[config.mk]
export PLATFORM = sky130hd
export DESIGN_NAME = reg_write_arbiter
export DESIGN_NICKNAME = d
export VERILOG_FILES = /design/src/rtl/reg_write_arbiter_pkg.sv /design/src/rtl/reg_write_arbiter_rr_pick.sv /design/src/rtl/reg_write_arbiter.sv
export SDC_FILE = /design/constraint.sdc
export NUM_CORES = 1
export LEC_CHECK = 0
export ABC_CLOCK_PERIOD_IN_PS = 4990
export CAP_MARGIN = 0
export CELL_PAD_IN_SITES_DETAIL_PLACEMENT = 0
export CELL_PAD_IN_SITES_GLOBAL_PLACEMENT = 1
export CORE_ASPECT_RATIO = 1.5
export CORE_MARGIN = 2
export CORE_UTILIZATION = 32
export DETAILED_ROUTE_END_ITERATION = 10
export PLACE_DENSITY_LB_ADDON = 0.1
export SLEW_MARGIN = 10
export SYNTH_ARGS = -nofsm -noshare
export SYNTH_HDL_FRONTEND = slang
export SYNTH_SLANG_ARGS = --single-unit
export TNS_END_PERCENT = 100
[constraint.sdc]
create_clock -name clk -period 4.99 [get_ports clk]
set_input_delay 0.499 -clock clk [delete_from_list [all_inputs] [get_ports clk]]
set_output_delay 0.499 -clock clk [all_outputs]
set_load 0.01 [all_outputs]
[src/rtl/reg_write_arbiter_pkg.sv]
// Shared CPU constants for the register-file write arbiter: default widths and write-source indices.
package reg_write_arbiter_pkg;

  localparam int NREQ_DEF  = 4;
  localparam int WIDTH_DEF = 8;
  localparam int AW_DEF    = 3;

  localparam int SRC_ALU  = 0;
  localparam int SRC_LOAD = 1;
  localparam int SRC_IMM  = 2;
  localparam int SRC_LINK = 3;

endpackage

[src/rtl/reg_write_arbiter_rr_pick.sv]
// Combinational cyclic priority picker: first set req bit at or after ptr, wrapping at NREQ-1.
module rr_pick
  import reg_write_arbiter_pkg::*;
#(
  parameter int NREQ = NREQ_DEF,
  parameter int PW   = (NREQ > 1) ? $clog2(NREQ) : 1
) (
  input  logic [NREQ-1:0] req,
  input  logic [PW-1:0]   ptr,
  output logic [NREQ-1:0] gnt,
  output logic [PW-1:0]   idx,
  output logic            any
);

  int j;

  always_comb begin
    gnt = '0;
    idx = '0;
    any = 1'b0;
    j   = 0;
    for (int k = 0; k < NREQ; k++) begin
      // explicit wrap so NREQ need not be a power of two
      j = int'(ptr) + k;
      if (j >= NREQ) j = j - NREQ;
      if (!any && req[j]) begin
        any    = 1'b1;
        idx    = PW'(j);
        gnt[j] = 1'b1;
      end
    end
  end

endmodule

[src/rtl/reg_write_arbiter.sv]
// Round-robin arbiter sharing the register-file write port; registers the granted write
// into wr_en/wr_addr/wr_data one cycle after the grant.
module reg_write_arbiter
  import reg_write_arbiter_pkg::*;
#(
  parameter int NREQ  = NREQ_DEF,
  parameter int WIDTH = WIDTH_DEF,
  parameter int AW    = AW_DEF,
  parameter int PW    = (NREQ > 1) ? $clog2(NREQ) : 1
) (
  input  logic                  clk,
  input  logic                  rst,
  input  logic                  stall,
  input  logic [NREQ-1:0]       req,
  input  logic [NREQ*AW-1:0]    req_addr,
  input  logic [NREQ*WIDTH-1:0] req_data,
  output logic [NREQ-1:0]       gnt,
  output logic                  wr_en,
  output logic [AW-1:0]         wr_addr,
  output logic [WIDTH-1:0]      wr_data,
  output logic [PW-1:0]         last_gnt
);

  logic [PW-1:0]   ptr;
  logic [PW-1:0]   pick_idx;
  logic [NREQ-1:0] pick_gnt;
  logic            pick_any;
  logic            xfer;

  rr_pick #(.NREQ(NREQ), .PW(PW)) u_pick (
    .req (req),
    .ptr (ptr),
    .gnt (pick_gnt),
    .idx (pick_idx),
    .any (pick_any)
  );

  // the picker only selects requesting sources, so any grant is a transfer
  assign xfer = pick_any & ~rst & ~stall;
  assign gnt  = xfer ? pick_gnt : '0;

  always_ff @(posedge clk) begin
    if (rst) begin
      ptr      <= '0;
      wr_en    <= 1'b0;
      wr_addr  <= '0;
      wr_data  <= '0;
      last_gnt <= '0;
    end else if (xfer) begin
      wr_en    <= 1'b1;
      wr_addr  <= req_addr[pick_idx*AW +: AW];
      wr_data  <= req_data[pick_idx*WIDTH +: WIDTH];
      last_gnt <= pick_idx;
      ptr      <= (int'(pick_idx) == NREQ - 1) ? '0 : pick_idx + PW'(1);
    end else begin
      wr_en    <= 1'b0;
    end
  end

endmodule

==> out/results.ini <==
[synth]
number_of_synthesized_flops_with_an_enable_pin=0
syn_avg_cell_area_um2=8.49
synth_area_leader_cell=sky130_fd_sc_hd__dfxtp_1
seq_area_frac_synth_pct=20.4
synth-main-ff-cell=sky130_fd_sc_hd__dfxtp_1
synthesis.instances=185
post_synth_most_frequent_cells=sky130_fd_sc_hd__dfxtp_1, sky130_fd_sc_hd__nor2_1, sky130_fd_sc_hd__nand2_1
yosys_register_bits=16
number_of_distinct_library_cell_variants_in_the_gate_level_netlist_after_synthesis=50
ys_warn_count=0
async_reset_ff_share_pct=0
yosys-top-cells-area=sky130_fd_sc_hd__dfxtp_1, sky130_fd_sc_hd__mux2i_1, sky130_fd_sc_hd__mux4_2, sky130_fd_sc_hd__ha_1, sky130_fd_sc_hd__a221oi_1
mappedNetlistNets=241
synth.cell_area_um2=1570
yosys.area.top_type_share_pct=20.4

[cts]
post_cts.resized_instances=0
cell_at_the_root_of_the_clock_tree=sky130_fd_sc_hd__clkbuf_8
cts.sink_count=16
cts_inserted_buffers=3
holdBufCountCts=0
worstSkewPairLatency_ns=0.25
htree_levels=1
cts_setup_buffers=0
clk_path_buf_depth=2
cts_tree=yes
clk_pin_slew_worst_paths_ns=0.07

[sta]
worst_clock_skew_ns=0.00433
setup_viol_count_final=0
slew_headroom_pct=58.2
grt_setup_unrepaired=no
final.setup.tns_ns=0
slew_violations=0
fmaxAchievable_mhz=263
worst_pin_slew_ns=0.626
report.final.hold_viol_count=0
fin_crit_sh_pct=76.3
fin_crit_ns=3.81
finalHoldWorstSlack_ns=0.449

[power_and_ir_drop]
pwr_density_cell_nw_per_um2=309
static-leakage-power_uw=0.000830
worst_ir_drop_vdd_mv=0.121

[floorplanning]
chipHeight_um=89.8
chipWidth_um=61.2
starting_utilization_of_the_core_area_pct=32.9
die_area_um2=5500
design.portCount=69
design.core.area_um2=4770
core.rowCount=31

[cells_and_area]
layout-area-overhead-vs-synth_pct=45.4
final_core_occ_pct=47.9
layout.filler_cells=498
diodes=0
final_net_count=299
fraction_of_layout_instances_using_a_drive_strength_above_1_pct=10.4

[critical_path]
timing.critical_path.arrival_ns=3.31
critical_path_class=reg -> out
critical_path.endpoint_type=output port
worst-path-max-fanout=13
start_kind=flop
worstPathRequired_ns=4.49

[global_routing]
maximum_number_of_pins_on_one_net_before_global_route_repair=22
first_global_vias=1673
antenna_violations_before_repair=0
grt_first_pass_wirelength_um=8050
global_route.overflow_total=0
globalRouteTotalUtil_pct=18.9

[run]
cap_viol_max_count=0

[drt]
detail_route.first_pass.iterations=4
final_antenna_net_count=0
postRouteWirelength_um=4990
iter_0_drt_violations=95
avgRoutedWirePerCell_um=16.3
drc_errors=0
detailed_route_vias_per_instance=5.48
vias_post_dr=1682

[placement]
hpwlAfterDp_um=3850
gpl.final_weighted_congestion=0.790
placement.io_buffers=68

[worst_hold_path]
hp-class=reg -> reg

[run_status]
status=complete, no violations

## kinds of logic after synthesis
kind of cell / count (synthesis) / share of synthesized area, %
and+or+nand+nor: 55 / 18.5
DFF: 16 / 20.4
AOI/OAI and AO/OA: 69 / 35.5
muxes: 15 / 12.0
adders and majority gates: 5 / 3.98
buffers and inverters: 25 / 9.56
## layout by cell type, fill, tap and decap left out, types with 3 or more instances in the layout
cell type,synthesis,layout
sky130_fd_sc_hd__mux4_2,3,3
sky130_fd_sc_hd__a211oi_1,5,5
sky130_fd_sc_hd__nand2_1,12,12
sky130_fd_sc_hd__nand3_1,5,5
sky130_fd_sc_hd__o211ai_1,5,5
sky130_fd_sc_hd__mux2i_1,11,11
sky130_fd_sc_hd__and2_1,3,3
sky130_fd_sc_hd__or4_1,3,3
sky130_fd_sc_hd__o21ai_0,5,5
sky130_fd_sc_hd__a2111oi_0,4,4
sky130_fd_sc_hd__nor2_1,16,16
sky130_fd_sc_hd__a221oi_1,7,7
sky130_fd_sc_hd__inv_1,6,6
sky130_fd_sc_hd__a41oi_1,6,6
sky130_fd_sc_hd__nand4_1,3,3
sky130_fd_sc_hd__a22oi_1,4,4
sky130_fd_sc_hd__ha_1,5,5
sky130_fd_sc_hd__clkbuf_8,0,3
sky130_fd_sc_hd__clkdlybuf4s50_1,0,68
sky130_fd_sc_hd__a21oi_1,7,7
sky130_fd_sc_hd__a21boi_0,5,5
sky130_fd_sc_hd__buf_4,1,3
sky130_fd_sc_hd__dfxtp_1,16,16
sky130_fd_sc_hd__a211o_1,6,6
## layer usage
metal	vias up	wire length, µm	track usage, %
li1	831	-	-
met1	803	1940	21.4
met2	40	2760	33.9
met3	8	166	2.59
met4	0	119	7.25
met5	-	0	0
## flip-flops by register name, indices dropped and copies added (netlist names)
signal and flops:
wr_data 8, wr_addr 3, last_gnt 2, ptr 2
wr_en 1
## path summary, 6_finish.rpt
kind | endpoint | cells past startpoint | slack [ns] | from
worst max-delay path | gnt[0] | 9 | 1.18 | ptr[1]
worst min-delay path | last_gnt[1] | 2 | 0.45 | last_gnt[1]
worst max register to register | ptr[0] | 9 | 1.39 | ptr[1]
worst min register to register | last_gnt[1] | 2 | 0.45 | last_gnt[1]
## through the flow
step | setup slack [ns] | instances | area, µm² | total power, µW
after floorplan | 2.03 | 185 | 1570 | 480
after global routing | 0.950 | 307 | 2280 | 761
after global placement | 1.44 | 304 | 2240 | 609
after CTS | 1.16 | 307 | 2280 | 713
final | 1.18 | 307 | 2280 | 705
after detailed placement | 1.40 | 304 | 2240 | 610
## worst max-delay path, cell delays in order, from the launching register on
cell                              delay, ns
sky130_fd_sc_hd__dfxtp_1               0.48
sky130_fd_sc_hd__inv_1                 0.15
sky130_fd_sc_hd__ha_1                  0.59
sky130_fd_sc_hd__mux4_2                0.66
sky130_fd_sc_hd__nor2b_4               0.25
sky130_fd_sc_hd__a22oi_1               0.10
sky130_fd_sc_hd__nor2_1                0.10
sky130_fd_sc_hd__a221oi_1              0.05
sky130_fd_sc_hd__nor2_1                0.12
sky130_fd_sc_hd__clkdlybuf4s50_1       0.55
## layout make-up
cell class / count / area (µm²) / share of cell area, %
Multi-Input combinational cell: 144 / 1100 / 48.4
Tap cell: 66 / 82.6 / 3.62
Timing Repair Buffer: 71 / 703 / 30.8
Inverter: 7 / 31.3 / 1.37
Sequential cell: 16 / 320 / 14.0
Clock buffer: 3 / 41.3 / 1.81
## power by group
group	switching, µW	internal (µW)
Clock	45.3	53.5
Combinational	226	205
Sequential	19.8	155
Total	291	414
(Power assumes the default switching activity.)
